`src/rtl/cdb_pkg.sv`:
```
// rtl/cdb_pkg.sv - shared CDB result entry type, default widths and round-robin helper
package cdb_pkg;

    localparam int CDB_TAG_WIDTH  = 4;
    localparam int CDB_DATA_WIDTH = 32;

    typedef struct packed {
        logic [CDB_TAG_WIDTH-1:0]  tag;
        logic [CDB_DATA_WIDTH-1:0] data;
    } cdb_entry_t;

    function automatic int unsigned rr_next(input int unsigned w, input int unsigned n);
        return (w + 1 >= n) ? 0 : w + 1;
    endfunction

endpackage

```
`src/rtl/cdb_src_fifo.sv`:
```
// rtl/cdb_src_fifo.sv - per-source {tag, data} result queue with registered count
module cdb_src_fifo
#(
    parameter int TAG_WIDTH  = 4,
    parameter int DATA_WIDTH = 32,
    parameter int QDEPTH     = 2,
    localparam int PTR_W     = $clog2(QDEPTH),
    localparam int CNT_W     = $clog2(QDEPTH + 1)
) (
    input  logic                  clk,
    input  logic                  rst_n,
    input  logic                  i_flush,
    input  logic                  i_push,
    input  logic [TAG_WIDTH-1:0]  i_push_tag,
    input  logic [DATA_WIDTH-1:0] i_push_data,
    input  logic                  i_pop,
    output logic [CNT_W-1:0]      o_count,
    output logic [TAG_WIDTH-1:0]  o_head_tag,
    output logic [DATA_WIDTH-1:0] o_head_data,
    output logic                  o_empty
);

    logic [TAG_WIDTH+DATA_WIDTH-1:0] r_mem [QDEPTH];
    logic [PTR_W-1:0]                r_wr_ptr;
    logic [PTR_W-1:0]                r_rd_ptr;
    logic [CNT_W-1:0]                r_count;
    logic                            w_full;
    logic                            w_do_push;
    logic                            w_do_pop;

    assign w_full  = (r_count == CNT_W'(QDEPTH));
    assign o_empty = (r_count == '0);
    assign o_count = r_count;

    // A full queue never accepts, even if it pops on the same edge.
    assign w_do_push = i_push && !w_full && rst_n && !i_flush;
    assign w_do_pop  = i_pop && !o_empty && rst_n && !i_flush;

    assign {o_head_tag, o_head_data} = r_mem[r_rd_ptr];

    always_ff @(posedge clk) begin
        if (w_do_push) begin
            r_mem[r_wr_ptr] <= {i_push_tag, i_push_data};
        end
    end

    always_ff @(posedge clk) begin
        if (!rst_n || i_flush) begin
            r_wr_ptr <= '0;
            r_rd_ptr <= '0;
            r_count  <= '0;
        end else begin
            if (w_do_push) begin
                r_wr_ptr <= r_wr_ptr + PTR_W'(1);
            end
            if (w_do_pop) begin
                r_rd_ptr <= r_rd_ptr + PTR_W'(1);
            end
            case ({w_do_push, w_do_pop})
                2'b10:   r_count <= r_count + CNT_W'(1);
                2'b01:   r_count <= r_count - CNT_W'(1);
                default: r_count <= r_count;
            endcase
        end
    end

endmodule

```
`src/rtl/cdb_arbiter.sv`:
```
// rtl/cdb_arbiter.sv - round-robin common data bus arbiter over per-FU result queues
module cdb_arbiter
    import cdb_pkg::*;
#(
    parameter int NUM_FU     = 4,
    parameter int TAG_WIDTH  = CDB_TAG_WIDTH,
    parameter int DATA_WIDTH = CDB_DATA_WIDTH,
    parameter int QDEPTH     = 2,
    localparam int SRC_W     = (NUM_FU > 1) ? $clog2(NUM_FU) : 1
) (
    input  logic                         clk,
    input  logic                         rst_n,
    input  logic                         flush,
    input  logic [NUM_FU-1:0]            fu_valid,
    output logic [NUM_FU-1:0]            fu_ready,
    input  logic [NUM_FU*TAG_WIDTH-1:0]  fu_tag,
    input  logic [NUM_FU*DATA_WIDTH-1:0] fu_data,
    output logic                         cdb_valid,
    output logic [TAG_WIDTH-1:0]         cdb_tag,
    output logic [DATA_WIDTH-1:0]        cdb_data,
    output logic [SRC_W-1:0]             cdb_src
);

    localparam int CNT_W = $clog2(QDEPTH + 1);

    logic [CNT_W-1:0]      w_count     [NUM_FU];
    logic [TAG_WIDTH-1:0]  w_head_tag  [NUM_FU];
    logic [DATA_WIDTH-1:0] w_head_data [NUM_FU];
    logic [NUM_FU-1:0]     w_empty;
    logic [NUM_FU-1:0]     w_push;
    logic [NUM_FU-1:0]     w_pop;
    logic                  w_grant_valid;
    logic [SRC_W-1:0]      w_grant_idx;
    logic [SRC_W:0]        w_scan_idx;

    logic [SRC_W-1:0]      r_rr_ptr;
    logic                  r_cdb_valid;
    logic [TAG_WIDTH-1:0]  r_cdb_tag;
    logic [DATA_WIDTH-1:0] r_cdb_data;
    logic [SRC_W-1:0]      r_cdb_src;

    for (genvar i = 0; i < NUM_FU; i++) begin : g_src
        assign fu_ready[i] = (w_count[i] < CNT_W'(QDEPTH)) && rst_n && !flush;
        assign w_push[i]   = fu_valid[i] && fu_ready[i];
        assign w_pop[i]    = w_grant_valid && (w_grant_idx == SRC_W'(i)) && rst_n && !flush;

        cdb_src_fifo #(
            .TAG_WIDTH  (TAG_WIDTH),
            .DATA_WIDTH (DATA_WIDTH),
            .QDEPTH     (QDEPTH)
        ) u_fifo (
            .clk         (clk),
            .rst_n       (rst_n),
            .i_flush     (flush),
            .i_push      (w_push[i]),
            .i_push_tag  (fu_tag[i*TAG_WIDTH +: TAG_WIDTH]),
            .i_push_data (fu_data[i*DATA_WIDTH +: DATA_WIDTH]),
            .i_pop       (w_pop[i]),
            .o_count     (w_count[i]),
            .o_head_tag  (w_head_tag[i]),
            .o_head_data (w_head_data[i]),
            .o_empty     (w_empty[i])
        );
    end

    // Scan from rr_ptr upward, wrapping; first non-empty queue wins.
    always_comb begin
        w_grant_valid = 1'b0;
        w_grant_idx   = '0;
        w_scan_idx    = '0;
        for (int k = 0; k < NUM_FU; k++) begin
            w_scan_idx = {1'b0, r_rr_ptr} + (SRC_W+1)'(k);
            if (w_scan_idx >= (SRC_W+1)'(NUM_FU)) begin
                w_scan_idx = w_scan_idx - (SRC_W+1)'(NUM_FU);
            end
            if (!w_grant_valid && !w_empty[w_scan_idx[SRC_W-1:0]]) begin
                w_grant_valid = 1'b1;
                w_grant_idx   = w_scan_idx[SRC_W-1:0];
            end
        end
    end

    // Flush drops the broadcast but keeps rr_ptr and the last tag/data/src.
    always_ff @(posedge clk) begin
        if (!rst_n) begin
            r_cdb_valid <= 1'b0;
            r_cdb_tag   <= '0;
            r_cdb_data  <= '0;
            r_cdb_src   <= '0;
            r_rr_ptr    <= '0;
        end else if (flush) begin
            r_cdb_valid <= 1'b0;
        end else if (w_grant_valid) begin
            r_cdb_valid <= 1'b1;
            r_cdb_tag   <= w_head_tag[w_grant_idx];
            r_cdb_data  <= w_head_data[w_grant_idx];
            r_cdb_src   <= w_grant_idx;
            r_rr_ptr    <= SRC_W'(rr_next(32'(w_grant_idx), NUM_FU));
        end else begin
            r_cdb_valid <= 1'b0;
        end
    end

    assign cdb_valid = r_cdb_valid;
    assign cdb_tag   = r_cdb_tag;
    assign cdb_data  = r_cdb_data;
    assign cdb_src   = r_cdb_src;

endmodule

```
`config.mk`:
```
export PLATFORM = sky130hd
export DESIGN_NAME = cdb_arbiter
export DESIGN_NICKNAME = d
export VERILOG_FILES = /design/src/rtl/cdb_pkg.sv /design/src/rtl/cdb_src_fifo.sv /design/src/rtl/cdb_arbiter.sv
export SDC_FILE = /design/constraint.sdc
export NUM_CORES = 1
export LEC_CHECK = 0
export BUFFER_PORTS_ARGS = -buffer_cell sky130_fd_sc_hd__buf_4
export CAP_MARGIN = 5
export CORE_ASPECT_RATIO = 0.75
export CORE_MARGIN = 3
export CORE_UTILIZATION = 57
export CTS_CLUSTER_DIAMETER = 30
export DETAILED_ROUTE_END_ITERATION = 7
export PLACE_DENSITY_LB_ADDON = 0.12
export SETUP_SLACK_MARGIN = 0.15
export SKIP_CTS_REPAIR_TIMING = 1
export SYNTH_ARGS = -nofsm -noshare
export SYNTH_HDL_FRONTEND = slang
export SYNTH_SLANG_ARGS = --single-unit
```
`constraint.sdc`:
```
create_clock -name clk -period 3.38 [get_ports clk]
set_input_delay 0.338 -clock clk [delete_from_list [all_inputs] [get_ports clk]]
set_output_delay 0.338 -clock clk [all_outputs]
set_load 0.01 [all_outputs]
```
## Yosys cells after proc, flatten, opt, wreduce, memory -nomap -nowiden

Memories as Yosys holds them, arrays and structs flattened. A register that Yosys moved wholly into a read port is not among the register bits.
Index checks and enable logic that the tools add are counted.

| storage, ports and cells | value |
|---|---|
| register bits after elaboration | 57 |
| RAM bits | 288 |
| bits of input ports | 151 |
| output and inout port bits | 43 |
| logic and storage cells | 203 |
| memories | 4 |

Memories:

| name | words | bits a word | rd ports | clocked after Yosys merged registers in | write ports | RTL line | RTL |
|---|---|---|---|---|---|---|---|
| g_src[0].u_fifo.r_mem | 2 | 36 | 1 | 1 | 1 | cdb_src_fifo.sv:23 | `logic [TAG_WIDTH+DATA_WIDTH-1:0] r_mem [QDEPTH];` |
| g_src[1].u_fifo.r_mem | 2 | 36 | 1 | 1 | 1 | cdb_src_fifo.sv:23 |  |
| g_src[2].u_fifo.r_mem | 2 | 36 | 1 | 1 | 1 | cdb_src_fifo.sv:23 |  |
| g_src[3].u_fifo.r_mem | 2 | 36 | 1 | 1 | 1 | cdb_src_fifo.sv:23 |  |

| operators by class | value |
|---|---|
| add/sub/neg operators | 24 |
| magnitude comparators | 14 |
| equal/unequal tests | 15 |
| mux-type cells | 48 |
| bitwise logic cells | 3 |
| reductions and logical operators | 78 |

Operators with widths:

| kind | count |
|---|---|
| $bmux 32 s2 | 1 |
| $mux 32 | 2 |
| $logic_and 1x1->1 | 51 |
| $mux 1 | 25 |
| $eq 2x2->1 const B | 10 |
| $mux 2 | 9 |
| $pmux 2 s2 | 4 |
| $sub 2x1->2 const B | 8 |
| $ge 3x3->1 const B | 5 |
| $logic_not 1->1 | 15 |
| $lt 2x3->1 const B | 4 |
| $eq 2x1->1 const B | 5 |
| $logic_not 2->1 | 5 |
| $add 1x1->1 const B | 8 |
| $add 2x1->2 const B | 4 |
| $bmux 1 s2 | 4 |
| $bmux 4 s2 | 1 |
| $lt 2x2->1 const B | 4 |
| $mux 4 | 2 |
| $reduce_bool 2->1 | 4 |
| $add 2x1->3 const B | 2 |
| $add 2x2->3 const B | 2 |
| $ge 2x3->1 const B | 1 |
| $not 2->3 | 1 |
| 4 further kinds | 5 |

## Longest topological paths before layout

Gate-level depths: netlist (run 1).

| logic depth | value |
|---|---|
| depth after elaboration | 23 |
| mapped depth | 13 |
| gate-level depth less buffers | 11 |

## By module

Synthesis (run 1) repeated with hierarchy kept, for this count alone.

| unflattened totals | value |
|---|---|
| cells, all modules | 799 |
| area total of the unflattened synthesis | 13895.8 um^2 |

By module, submodules not included:

| module | times used | cells each | area each (um^2) | sequential area each (um^2) |
|---|---|---|---|---|
| cdb_src_fifo | 4 | 139 | 2816.5 | 2262.2 |
| cdb_arbiter | 1 | 243 | 2630.0 | 820.8 |

## Worst setup path after synthesis (run 1)

No wires, ideal clock.

| timing path | value |
|---|---|
| path type | input to register |
| start | in flush |
| end | mem g_src[0].u_fifo.r_mem[0][0] in the netlist's numbering, enable pin |
| setup time | 0.429 ns |
| arrival | 2.510 ns |
| slack | 0.440 ns |
| stages | 5 |
| cell sequence | nand2b_1 clkbuf_1 nor2_1 nand2_1 nor2_1 |

| on the way | value |
|---|---|
| cells in the longest elaborated chain, start to end | 8 |

RTL lines:

| item | RTL line | RTL |
|---|---|---|
| from (decl) | cdb_arbiter.sv:13 | `input logic flush,` |
| $logic_not 1->1 | cdb_arbiter.sv:43 | `assign fu_ready[i] = (w_count[i] < CNT_W'(QDEPTH)) && rst_n && !flush;` |
| $logic_and 1x1->1 | cdb_arbiter.sv:43 |  |
| via fu_ready[0] | cdb_arbiter.sv:15 | `output logic [NUM_FU-1:0] fu_ready,` |
| $logic_and 1x1->1 | cdb_arbiter.sv:44 | `assign w_push[i] = fu_valid[i] && fu_ready[i];` |
| $logic_and 1x1->1 (3 in series) | cdb_src_fifo.sv:36 | `assign w_do_push = i_push && !w_full && rst_n && !i_flush;` |
| $mux 1 | cdb_src_fifo.sv:42 | `if (w_do_push) begin` |
| $mux 1 (implied by the code) | cdb_src_fifo.sv:43 | `r_mem[r_wr_ptr] <= {i_push_tag, i_push_data};` |
| to (decl) | cdb_src_fifo.sv:23 |  |

The timed path passes the listed nets, and every way through them passes these cells.

## Final worst setup path (run 1)

| timing path | value |
|---|---|
| start | reg g_src[0].u_fifo.r_count[1] |
| end | reg g_src[3].u_fifo.r_count[1] |

| on the way | value |
|---|---|
| cells in the longest elaborated chain, start to end | 21 |
| elaborated cells on any way between the ends | 36 |

RTL lines:

| item | RTL line | RTL |
|---|---|---|
| from (decl) | cdb_src_fifo.sv:26 | `logic [CNT_W-1:0] r_count;` |
| from (signal assigned) | cdb_src_fifo.sv:60 | `2'b10: r_count <= r_count + CNT_W'(1);` |
| from (signal assigned) | cdb_src_fifo.sv:61 | `2'b01: r_count <= r_count - CNT_W'(1);` |
| from (signal assigned) | cdb_src_fifo.sv:62 | `default: r_count <= r_count;` |
| $logic_not 2->1 * | cdb_src_fifo.sv:32 | `assign o_empty = (r_count == '0);` |
| $bmux 1 s2 | cdb_arbiter.sv:76 | `if (!w_grant_valid && !w_empty[w_scan_idx[SRC_W-1:0]]) begin` |
| $mux 1 (implied by the code) | cdb_arbiter.sv:76 |  |
| $logic_not 1->1 | cdb_arbiter.sv:76 |  |
| $logic_and 1x1->1 | cdb_arbiter.sv:76 |  |
| $mux 1 | cdb_arbiter.sv:76 |  |
| $logic_not 1->1 | cdb_arbiter.sv:76 |  |
| $logic_and 1x1->1 | cdb_arbiter.sv:76 |  |
| [2 not listed] | - |  |
| $logic_and 1x1->1 | cdb_arbiter.sv:76 |  |
| $mux 2 | cdb_arbiter.sv:76 |  |
| $eq 2x2->1 | cdb_arbiter.sv:45 | `assign w_pop[i] = w_grant_valid && (w_grant_idx == SRC_W'(i)) && rst_n && !flush;` |
| $logic_and 1x1->1 * (3 in series) | cdb_arbiter.sv:45 |  |
| $logic_and 1x1->1 * (3 in series) | cdb_src_fifo.sv:37 | `assign w_do_pop = i_pop && !o_empty && rst_n && !i_flush;` |
| via g_src[3].u_fifo.w_do_pop | cdb_src_fifo.sv:29 | `logic w_do_pop;` |
| $eq 2x1->1 / $eq 2x2->1 (equally long branches) | cdb_src_fifo.sv:59 | `case ({w_do_push, w_do_pop})` |
| $pmux 2 s2 / $reduce_bool 2->1 (equally long branches) | - |  |
| to (signal assigned) | cdb_src_fifo.sv:60 |  |
| to (signal assigned) | cdb_src_fifo.sv:61 |  |
| to (signal assigned) | cdb_src_fifo.sv:62 |  |
| to (decl) | cdb_src_fifo.sv:26 |  |

The timed path passes the listed nets; every way through them passes the cells marked *. The select of a mux whose other input is x is not followed.
A chain may end at the register's enable or synchronous reset.

==> results.py, run 1 <==
metrics = {
    "run_status": {
        "status": "finished clean",
    },
    "drt": {
        "vias": 8946,
        "route.detailed.drc": 0,
        "post_drt_via_cell_ratio": 5.70,
        "ant_nets": 0,
        "violation_count_after_the_first_detailed_routing_iteration": 841,
        "routed_wirelength_microns": 34100,
        "dr.pass1.iters": 5,
        "drt-wirelength-per-cell_microns": 21.7,
    },
    "timing": {
        "worst_clock_skew_ps": 21.6,
        "timing_worst_slew_pin_value_ps": 848,
        "final_setup_tns_ps": 0,
        "timing.final.crit_share_pct": 79.3,
        "relSlewSlack_pct": 43.5,
        "rsz_0062_raised_after_global_routing": "false",
        "timing_hold_violations_final": 0,
        "layout_min_cycle_time_ps": 2680,
        "clock.fmax_mhz": 373,
        "setup_viol": 0,
        "slew_violations": 0,
    },
    "grt": {
        "grt_util_all_layers_pct": 24.3,
        "global_route.usage.met3_pct": 5.41,
        "grt_overflow_total": 0,
        "grt_pass1_vias": 8484,
        "grt_first_pass_wirelength_microns": 47500,
        "globalRouteMet2Util_pct": 40.6,
        "grt_use_met1_pct": 32.3,
        "grt-busiest-layer": "met2",
        "grt_max_degree": 73,
        "antenna_violations_before_repair": 2,
    },
    "run": {
        "drv_cap": 0,
    },
    "power": {
        "pwr_density_cell_nw_per_um2": 581,
        "static_leakage_nw": 6.68,
        "ir_worst_vdd_uv": 532,
    },
    "synthesis": {
        "ys_types": 38,
        "ys_seq_area_share_pct": 72.8,
        "ys_ff_latch": 349,
        "gate_count_after_technology_mapping": 876,
        "synth.cell_area_sq_um": 13600,
        "synthesis.area_per_instance_sq_um": 15.5,
        "synth.yosys.warnings": 0,
        "synth_fp_nets": 1032,
    },
    "critical_path": {
        "cp_max_fo": 8,
        "cp.buffers_inverters": 1,
        "crit_path_max_incr_delay_ps": 420,
        "worstPathRequired_ps": 3840,
        "setup.worst_path.start_class": "flop",
        "timing.critical_path.max_delay_family": "simple AND/OR/NAND/NOR gates",
        "critical_path_arrival_ps": 3140,
        "worst_path_max_delay_cell": "sky130_fd_sc_hd__nor2_1",
        "path_cells": "nor2_1, o221ai_1, a31o_2, clkinv_1, ha_1, nand2_1, nor2_1, ha_1, or3_1, a21oi_1",
        "critical_path_class": "reg -> reg",
        "crit_path_end_kind": "flop",
    },
    "floorplan": {
        "placement_rows": 48,
        "io-pin-count": 194,
        "die_outline_height_microns": 140,
        "die-area_sq_um": 25700,
        "floorplan.die.width_microns": 184,
        "initial_utilization_pct": 58.5,
        "placeable_core_region_sq_um": 23200,
    },
    "cts": {
        "clock_latency_ps": 550,
        "cts_made_buffers": 50,
        "clkSlewWorstSetupHoldPaths_ps": 60,
        "cts_buffer_depth": 3,
        "clock_tree.root_cell": "sky130_fd_sc_hd__clkbuf_16",
        "tritoncts": "built",
        "clkSinkCount": 349,
        "htree_levels": 2,
    },
    "layout": {
        "flow.area_growth_from_synthesis_pct": 36.6,
        "share_of_post_route_cells_with_drive_strength_above_1_pct": 31.1,
        "final_util_pct": 79.9,
        "commonest_cells_after_routing_fill_and_taps_aside": "sky130_fd_sc_hd__edfxtp_1, sky130_fd_sc_hd__buf_4, sky130_fd_sc_hd__dlygate4sd3_1, sky130_fd_sc_hd__o21ai_0",
        "fin_nets": 1384,
        "most_frequent_standard_cell_in_the_layout_excluding_fill_and_tap_cells": "sky130_fd_sc_hd__edfxtp_1",
    },
    "worst_hold_path": {
        "min_delay_worst_type": "in -> reg",
    },
    "placement": {
        "gp_routability_congestion": 0.862,
        "half_perimeter_wire_length_of_the_detailed_placement_result_microns": 20500,
        "portBuffers": 193,
    },
}
==> power breakdown <==
part           switching, W  total [W]  internal, W
combinational      0.000333   0.000697     0.000364
sequential        0.0000464    0.00480      0.00476
clock               0.00193    0.00525      0.00331
total               0.00231     0.0108      0.00844
==> registers in the layout, indices dropped and copies added (netlist names), named ones only <==
signal                 count
cdb_valid                  1
g_src.u_fifo.r_mem       288
g_src.u_fifo.o_count       8
r_rr_ptr                   2
cdb_src                    2
cdb_data                  32
g_src.u_fifo.r_rd_ptr      4
g_src.u_fifo.r_wr_ptr      4
cdb_tag                    4
==> path summary, 6_finish.rpt <==
path / start / endpoint / slack [ps] / cells past startpoint
min: fu_data[106] / g_src[3].u_fifo.r_mem[0][10]$_DFFE_PP_ / 10 / 1
min reg2reg: cdb_src[0]$_SDFFE_PN0P_ / cdb_src[0]$_SDFFE_PN0P_ / 480 / 2
max: g_src[0].u_fifo.o_count[1]$_SDFFE_PP0P_ / g_src[3].u_fifo.o_count[1]$_SDFFE_PP0P_ / 700 / 10
max reg2reg: g_src[0].u_fifo.o_count[1]$_SDFFE_PP0P_ / g_src[3].u_fifo.o_count[1]$_SDFFE_PP0P_ / 700 / 10
==> per-layer routing <==
metal,up-vias,share of wire (%)
met4,0,2.5
met1,4403,40
met5,-,0
li1,4131,-
met3,57,6.3
met2,355,52
==> Yosys cell counts <==
cell                        number  area [sq um]
sky130_fd_sc_hd__a221oi_1       36           315
sky130_fd_sc_hd__a21boi_0        2          15.0
sky130_fd_sc_hd__inv_1           3          11.3
sky130_fd_sc_hd__o21a_1          1          7.51
sky130_fd_sc_hd__o2111ai_2       2          30.0
sky130_fd_sc_hd__clkbuf_1       33           124
sky130_fd_sc_hd__and3_1          4          25.0
sky130_fd_sc_hd__clkbuf_2        3          15.0
sky130_fd_sc_hd__o21ai_0       116           581
sky130_fd_sc_hd__o221ai_1        1          8.76
sky130_fd_sc_hd__nand4_4         1          21.3
sky130_fd_sc_hd__nor3_1          1          5.00
sky130_fd_sc_hd__nand3_1        72           360
sky130_fd_sc_hd__a21oi_1        12          60.1
sky130_fd_sc_hd__a31o_2          2          17.5
sky130_fd_sc_hd__dfxtp_1        61          1220
sky130_fd_sc_hd__nand2_1        10          37.5
sky130_fd_sc_hd__mux2i_1        72           721
sky130_fd_sc_hd__buf_2           8          40.0
sky130_fd_sc_hd__xor2_1          9          78.8
sky130_fd_sc_hd__nor4_1          1          6.26
sky130_fd_sc_hd__buf_6           2          22.5
sky130_fd_sc_hd__buf_4           5          37.5
sky130_fd_sc_hd__xnor2_1         4          35.0
sky130_fd_sc_hd__o21bai_1        2          15.0
sky130_fd_sc_hd__and2_4          1          8.76
sky130_fd_sc_hd__edfxtp_1      288          8650
sky130_fd_sc_hd__nor2_1         27           101
sky130_fd_sc_hd__or3_1           7          43.8
sky130_fd_sc_hd__mux2_2         72           811
sky130_fd_sc_hd__ha_1            5          62.6
sky130_fd_sc_hd__a31oi_1         1          6.26
sky130_fd_sc_hd__and2_1          1          6.26
sky130_fd_sc_hd__or4_4           1          11.3
sky130_fd_sc_hd__buf_1           6          22.5
sky130_fd_sc_hd__or2_2           2          12.5
sky130_fd_sc_hd__clkinv_1        1          3.75
sky130_fd_sc_hd__nand2b_1        1          6.26
==> worst reg2reg max path: cells and delay by family, from the launching register on <==
family	cells	cell delay [ps]
AOI/OAI and AO/OA	3	670
DFF	1	330
buffers and inverters	1	180
and+or+nand+nor	4	970
adders and majority gates	2	450
==> kinds of logic after synthesis <==
logic type | count (synthesis) | share of synthesized area (%)
AO/OA/AOI/OAI | 175 | 7.79
XOR/XNOR | 13 | 0.840
adder cells (fa/ha/maj) | 5 | 0.462
buffers and inverters | 61 | 2.04
flip-flops | 349 | 72.8
multiplexers | 144 | 11.3
AND/OR/NAND/NOR | 129 | 4.76
==> cell type report <==
type	instances	area [sq um]
fillers	1260	4660
clock buffers	54	1290
repair buffers	357	3060
inverters	4	15.0
multi-input cells	466	3480
well taps	300	375
clock inverters	38	424
flip-flops and latches	349	9870
diodes	2	5.00
==> per-stage QoR <==
stage	cell area, sq um	setup WS, ps	hold slack [ps]	total power (W)	instances
after global placement	15400	838	451	0.00543	1336
final	18500	700	12.4	0.0108	1570
after floorplan	13600	440	437	0.00511	876
after CTS	17100	700	-36.3	0.0106	1428
after global routing	18500	480	0.185	0.0111	1570
after detailed placement	15400	748	483	0.00545	1336
(Power assumes the default switching activity.)
==> run 2: changes to the inputs <==
--- a/config.mk
+++ b/config.mk
@@ -9,7 +9,7 @@
 export CAP_MARGIN = 5
 export CORE_ASPECT_RATIO = 0.75
 export CORE_MARGIN = 3
-export CORE_UTILIZATION = 57
+export CORE_UTILIZATION = 51
 export CTS_CLUSTER_DIAMETER = 30
 export DETAILED_ROUTE_END_ITERATION = 7
 export PLACE_DENSITY_LB_ADDON = 0.12
==> constraint.sdc (replaced) <==
create_clock -name clk -period 2.2 [get_ports clk]
set_input_delay 0.22 -clock clk [delete_from_list [all_inputs] [get_ports clk]]
set_output_delay 0.22 -clock clk [all_outputs]
set_load 0.01 [all_outputs]
==> results.py, run 2 (same netlist as run 1, synthesis figures left out) <==
metrics = {
    "power": {
        "static_leakage_nw": 7.29,
        "pwr_density_cell_nw_per_um2": 871,
        "power_switching_share_pct": 21.8,
        "part_of_the_power_in_the_clock_network_pct": 49.9,
        "switch_pwr_w": 0.00377,
        "power_frac_seq_pct": 42.7,
        "internal-power_w": 0.0135,
        "power.share.combinational_pct": 7.4,
        "ir_worst_vdd_uv": 684,
    },
    "critical_path": {
        "crit_path_end_kind": "flop",
        "cp.buffers_inverters": 1,
        "critical_path_arrival_ps": 2870,
        "path_cells": "or4_4, o2111ai_4, and2_4, inv_4, ha_4, nand2_2, nor2_1, ha_1, or3_4, a21oi_2",
        "setup.worst_path.start_class": "flop",
        "cp_max_fo": 3,
        "crit_path_max_incr_delay_ps": 570,
        "timing.critical_path.max_delay_family": "simple AND/OR/NAND/NOR gates",
        "critical_path_class": "reg -> reg",
        "worst_path_max_delay_cell": "sky130_fd_sc_hd__or4_4",
        "worstPathRequired_ps": 2690,
    },
    "drt": {
        "routed_wirelength_microns": 35400,
        "dr.pass1.iters": 5,
        "route.detailed.drc": 0,
        "violation_count_after_the_first_detailed_routing_iteration": 528,
        "post_drt_via_cell_ratio": 5.48,
        "vias": 9191,
        "drt-wirelength-per-cell_microns": 21.1,
        "ant_nets": 0,
    },
    "cts": {
        "cts_made_buffers": 56,
        "clock_tree.root_cell": "sky130_fd_sc_hd__clkbuf_16",
        "clock_latency_ps": 560,
        "tritoncts": "built",
        "clkSinkCount": 349,
        "htree_levels": 2,
        "cts_buffer_depth": 3,
        "clkSlewWorstSetupHoldPaths_ps": 50,
    },
    "timing": {
        "timing.final.crit_share_pct": 108,
        "timing_hold_violations_final": 3,
        "relSlewSlack_pct": 76.5,
        "worst_clock_skew_ps": 18.5,
        "setup_viol": 6,
        "rsz_0062_raised_after_global_routing": "true",
        "final_setup_tns_ps": -415,
        "slew_violations": 0,
        "timing_worst_slew_pin_value_ps": 349,
        "hold_ws_ps": -21.4,
        "postLayoutSetupSlackWorst_ps": -181,
        "layout_min_cycle_time_ps": 2380,
        "clock.fmax_mhz": 420,
    },
    "layout": {
        "instances_no_fill": 1677,
        "share_of_post_route_cells_with_drive_strength_above_1_pct": 39.3,
        "most_frequent_standard_cell_in_the_layout_excluding_fill_and_tap_cells": "sky130_fd_sc_hd__edfxtp_1",
        "diodes": 0,
        "top_register": "g_src.u_fifo.r_mem",
        "finish.instance_area_sq_um": 19800,
        "commonest_cells_after_routing_fill_and_taps_aside": "sky130_fd_sc_hd__edfxtp_1, sky130_fd_sc_hd__buf_4, sky130_fd_sc_hd__dlygate4sd3_1",
        "layout.filler_cells": 1560,
        "flow.area_growth_from_synthesis_pct": 46.2,
        "fin_nets": 1441,
        "flip_flop_count_of_the_largest_register_after_layout": 288,
    },
    "grt": {
        "globalRouteMet2Util_pct": 36.8,
        "grt_max_degree": 56,
        "global_route.usage.met3_pct": 5.02,
        "grt_use_met1_pct": 31.3,
        "antenna_violations_before_repair": 0,
        "grt_util_all_layers_pct": 22.8,
        "grt_overflow_total": 0,
        "grt-busiest-layer": "met2",
        "grt_first_pass_wirelength_microns": 50400,
        "grt_pass1_vias": 8760,
    },
    "floorplan": {
        "placement_rows": 51,
        "floorplan.die.width_microns": 194,
        "io-pin-count": 194,
        "die_outline_height_microns": 147,
        "initial_utilization_pct": 52.1,
        "placeable_core_region_sq_um": 26000,
        "die-area_sq_um": 28600,
    },
    "run_status": {
        "failed_checks": "hold timing, setup timing",
        "status": "complete, but fails checks",
    },
    "placement": {
        "portBuffers": 193,
        "placed_cell_area_sq_um": 15900,
        "gp_routability_congestion": 0.809,
        "half_perimeter_wire_length_of_the_detailed_placement_result_microns": 21500,
        "post-place-cells": 1413,
    },
    "run": {
        "drv_cap": 0,
    },
    "worst_hold_path": {
        "min_delay_worst_type": "in -> reg",
    },
}
## run 2: worst reg2reg max path, stage by stage, from the launching register on
cell and delay [ps]:
sky130_fd_sc_hd__dfxtp_2 320, sky130_fd_sc_hd__or4_4 570, sky130_fd_sc_hd__o2111ai_4 100, sky130_fd_sc_hd__and2_4 210, sky130_fd_sc_hd__inv_4 40, sky130_fd_sc_hd__ha_4 140
sky130_fd_sc_hd__nand2_2 60, sky130_fd_sc_hd__nor2_1 40, sky130_fd_sc_hd__ha_1 320, sky130_fd_sc_hd__or3_4 380, sky130_fd_sc_hd__a21oi_2 120
## run 2: final timing paths
| kind | from | to | slack [ps] | depth (start not counted) |
|---|---|---|---|---|
| max | g_src[1].u_fifo.o_count[1]$_SDFFE_PP0P_ | g_src[3].u_fifo.o_count[1]$_SDFFE_PP0P_ | -180 | 10 |
| min reg2reg | cdb_src[0]$_SDFFE_PN0P_ | cdb_src[0]$_SDFFE_PN0P_ | 470 | 2 |
| max reg2reg | g_src[1].u_fifo.o_count[1]$_SDFFE_PP0P_ | g_src[3].u_fifo.o_count[1]$_SDFFE_PP0P_ | -180 | 10 |
| min | rst_n | r_rr_ptr[0]$_SDFFE_PN0P_ | -20 | 3 |
## run 2: power groups by stage
stage / Sequential, W / Clock, W / Combinational, W
finish: 0.00738 / 0.00862 / 0.00127
global placement: 0.00750 / 0 / 0.000914
detailed placement: 0.00750 / 0 / 0.000926
floorplan: 0.00751 / 0 / 0.000353
CTS: 0.00738 / 0.00872 / 0.000931
global route: 0.00739 / 0.00905 / 0.00136
## run 2: routing by layer
layer	part of all wire (%)	vias to the layer above
met3	5.9	59
met2	50	292
met1	41	4571
met4	2.4	0
li1	-	4269
met5	0	-
## run 2: through the flow
step / total power, W / setup WS [ps] / hold slack (ps) / utilization [%]
after floorplan: 0.00786 / -316 / 319 / -
after global placement: 0.00842 / -170 / 405 / 61.0
after detailed placement: 0.00843 / -196 / 407 / 61.0
after CTS: 0.0170 / -212 / -187 / 68.3
after global routing: 0.0178 / -234 / 0.931 / 76.1
final: 0.0173 / -181 / -21.4 / 76.1
## run 2: area by class of cell
cell class | instances | area, sq um | area share [%]
flip-flops and latches | 349 | 9870 | 49.8
multi-input cells | 466 | 3820 | 19.3
repair buffers | 408 | 3780 | 19.1
clock buffers | 69 | 1550 | 7.83
well taps | 344 | 430 | 2.17
clock inverters | 37 | 343 | 1.73
inverters | 4 | 17.5 | 0.0884
==> run 3: changes to the inputs <==
--- a/config.mk
+++ b/config.mk
@@ -7,12 +7,11 @@
 export LEC_CHECK = 0
 export BUFFER_PORTS_ARGS = -buffer_cell sky130_fd_sc_hd__buf_4
 export CAP_MARGIN = 5
-export CORE_ASPECT_RATIO = 0.75
 export CORE_MARGIN = 3
 export CORE_UTILIZATION = 51
 export CTS_CLUSTER_DIAMETER = 30
 export DETAILED_ROUTE_END_ITERATION = 7
-export PLACE_DENSITY_LB_ADDON = 0.12
+export PLACE_DENSITY = 0.72
 export SETUP_SLACK_MARGIN = 0.15
 export SKIP_CTS_REPAIR_TIMING = 1
 export SYNTH_ARGS = -nofsm -noshare
==> results.py, run 3 (same netlist as run 1, synthesis figures left out) <==
metrics = {
    "drt": {
        "wl_met3_microns": 2370,
        "ant_nets": 0,
        "drt-wirelength-per-cell_microns": 21.5,
        "routedLengthMet1_microns": 15100,
        "route.detailed.drc": 0,
        "met2_wirelength_microns": 17600,
        "topRoutingLayerUsed": "met4",
        "violation_count_after_the_first_detailed_routing_iteration": 701,
        "routed_wirelength_microns": 36000,
        "vias": 9246,
        "dr.pass1.iters": 5,
        "post_drt_via_cell_ratio": 5.53,
    },
    "worst_hold_path": {
        "worstHoldStart": "rst_n",
        "hold_depth": 2,
        "hold-path-endpoint": "cdb_src[0]$_SDFFE_PN0P_",
        "min_delay_worst_type": "in -> reg",
    },
    "timing": {
        "layout_min_cycle_time_ps": 2340,
        "timing_hold_violations_final": 0,
        "clock.fmax_mhz": 428,
        "postLayoutSetupSlackWorst_ps": -139,
        "final_setup_tns_ps": -356,
        "setup_viol": 5,
        "rsz_0062_raised_after_global_routing": "true",
        "timing.final.crit_share_pct": 106,
        "slew_violations": 0,
        "timing_worst_slew_pin_value_ps": 410,
        "worst_clock_skew_ps": 26.3,
        "relSlewSlack_pct": 72.5,
    },
    "layout": {
        "most_frequent_standard_cell_in_the_layout_excluding_fill_and_tap_cells": "sky130_fd_sc_hd__edfxtp_1",
        "diodes": 0,
        "top_register": "g_src.u_fifo.r_mem",
        "instances_no_fill": 1672,
        "flip_flop_count_of_the_largest_register_after_layout": 288,
        "flow.area_growth_from_synthesis_pct": 45.3,
        "commonest_cells_after_routing_fill_and_taps_aside": "sky130_fd_sc_hd__edfxtp_1, sky130_fd_sc_hd__buf_4, sky130_fd_sc_hd__dlygate4sd3_1, sky130_fd_sc_hd__o21ai_0",
        "fin_nets": 1441,
        "layout.filler_cells": 1521,
        "final_util_pct": 75.6,
        "share_of_post_route_cells_with_drive_strength_above_1_pct": 35.5,
    },
    "grt": {
        "grt_first_pass_wirelength_microns": 49200,
        "grt_overflow_total": 0,
        "antenna_violations_before_repair": 0,
        "grt_pass1_vias": 8578,
        "grt_util_all_layers_pct": 22.5,
        "grt_max_degree": 52,
    },
    "run_status": {
        "status": "complete, but fails checks",
        "failed_checks": "setup timing",
    },
    "floorplan": {
        "initial_utilization_pct": 52.0,
        "die_outline_height_microns": 169,
        "die-area_sq_um": 28600,
        "io-pin-count": 194,
        "floorplan.die.width_microns": 169,
        "placement_rows": 59,
        "placeable_core_region_sq_um": 26100,
    },
    "critical_path": {
        "setup.worst_path.start_class": "flop",
        "crit_path_end_kind": "flop",
        "critical_path_arrival_ps": 2810,
        "cp_max_fo": 4,
        "r2r-end": "g_src[3].u_fifo.o_count[1]$_SDFFE_PP0P_",
        "reg2reg_depth": 11,
        "worstPathRequired_ps": 2670,
        "r2r_start": "g_src[3].u_fifo.o_count[0]$_SDFFE_PP0P_",
        "critical_path_class": "reg -> reg",
        "timing.reg2reg.setup_slack_ps": -140,
    },
    "cts": {
        "tritoncts": "built",
        "htree_levels": 3,
        "cts_buffer_depth": 3,
        "cts_made_buffers": 66,
        "clock_latency_ps": 550,
        "clkSlewWorstSetupHoldPaths_ps": 50,
        "clock_tree.root_cell": "sky130_fd_sc_hd__clkbuf_16",
        "clkSinkCount": 349,
    },
    "placement": {
        "post-place-cells": 1404,
        "portBuffers": 193,
        "half_perimeter_wire_length_of_the_detailed_placement_result_microns": 21600,
        "preCtsSetupSlack_ps": -237,
        "gp_routability_congestion": 0.846,
    },
    "power": {
        "pwr_density_cell_nw_per_um2": 937,
        "static_leakage_nw": 7.25,
        "ir_worst_vdd_uv": 671,
    },
    "run": {
        "drv_cap": 0,
    },
}
## run 3: cell types whose count changed in the layout (fill, tap and decap cells not counted), sizes merged
cell and delta:
inv -4, clkinvlp -7, buf -8, clkinv +5, clkbuf +17, bufinv +1
## run 3: stage by stage
stage                     hold slack (ps)  cell area [sq um]  total power [W]
after floorplan                       319              13600          0.00786
after global placement                405              15900          0.00840
after detailed placement              408              15900          0.00842
after CTS                            -160              18100           0.0182
after global routing                 6.65              19700           0.0190
final                                8.40              19700           0.0184
## run 3: worst max-delay path, stage by stage (launching register included)
cell	delay (ps)
sky130_fd_sc_hd__dfxtp_2	330
sky130_fd_sc_hd__or4_4	570
sky130_fd_sc_hd__o2111ai_4	100
sky130_fd_sc_hd__and2_4	190
sky130_fd_sc_hd__inv_4	40
sky130_fd_sc_hd__ha_4	140
sky130_fd_sc_hd__nand2_2	60
sky130_fd_sc_hd__nor2_2	40
sky130_fd_sc_hd__ha_1	210
sky130_fd_sc_hd__xnor2_1	140
sky130_fd_sc_hd__or3_1	330
sky130_fd_sc_hd__a21oi_2	130
## run 3: worst max path at each step
| stage | startpoint | endpoint | slack [ps] | depth (start not counted) |
|---|---|---|---|---|
| after floorplan | g_src[3].u_fifo.o_count[1]$_SDFFE_PP0P_ | g_src[3].u_fifo.o_count[1]$_SDFFE_PP0P_ | -320 | 12 |
| after global placement | g_src[0].u_fifo.o_count[1]$_SDFFE_PP0P_ | g_src[3].u_fifo.o_count[1]$_SDFFE_PP0P_ | -160 | 10 |
| after detailed placement | g_src[0].u_fifo.o_count[1]$_SDFFE_PP0P_ | g_src[3].u_fifo.o_count[1]$_SDFFE_PP0P_ | -240 | 10 |
| after CTS | g_src[0].u_fifo.o_count[1]$_SDFFE_PP0P_ | g_src[3].u_fifo.o_count[1]$_SDFFE_PP0P_ | -240 | 10 |
| after global routing | g_src[3].u_fifo.o_count[0]$_SDFFE_PP0P_ | g_src[3].u_fifo.o_count[1]$_SDFFE_PP0P_ | -200 | 11 |
| final | g_src[3].u_fifo.o_count[0]$_SDFFE_PP0P_ | g_src[3].u_fifo.o_count[1]$_SDFFE_PP0P_ | -140 | 11 |
## run 3: final cells by class
cell class / count / area [sq um] / area share (%)
clock inverters: 32 / 324 / 1.65
well taps: 335 / 419 / 2.13
multi-input cells: 466 / 3590 / 18.2
flip-flops and latches: 349 / 9880 / 50.2
inverters: 4 / 17.5 / 0.0890
clock buffers: 88 / 1890 / 9.60
repair buffers: 398 / 3580 / 18.2
## run 3: routing by layer
metal / vias up / global-route usage, %
met5: - / 0
met4: 0 / 9.24
met3: 57 / 4.60
met2: 393 / 33.4
met1: 4532 / 32.9
li1: 4264 / -
## run 3: where the power goes
| group | switching [W] | internal (W) | leakage [nW] | total (W) |
|---|---|---|---|---|
| clock network | 0.00325 | 0.00662 | 1.10 | 0.00987 |
| logic | 0.000568 | 0.000626 | 3.04 | 0.00119 |
| registers | 0.0000648 | 0.00732 | 3.11 | 0.00739 |
| total | 0.00388 | 0.0146 | 7.25 | 0.0184 |
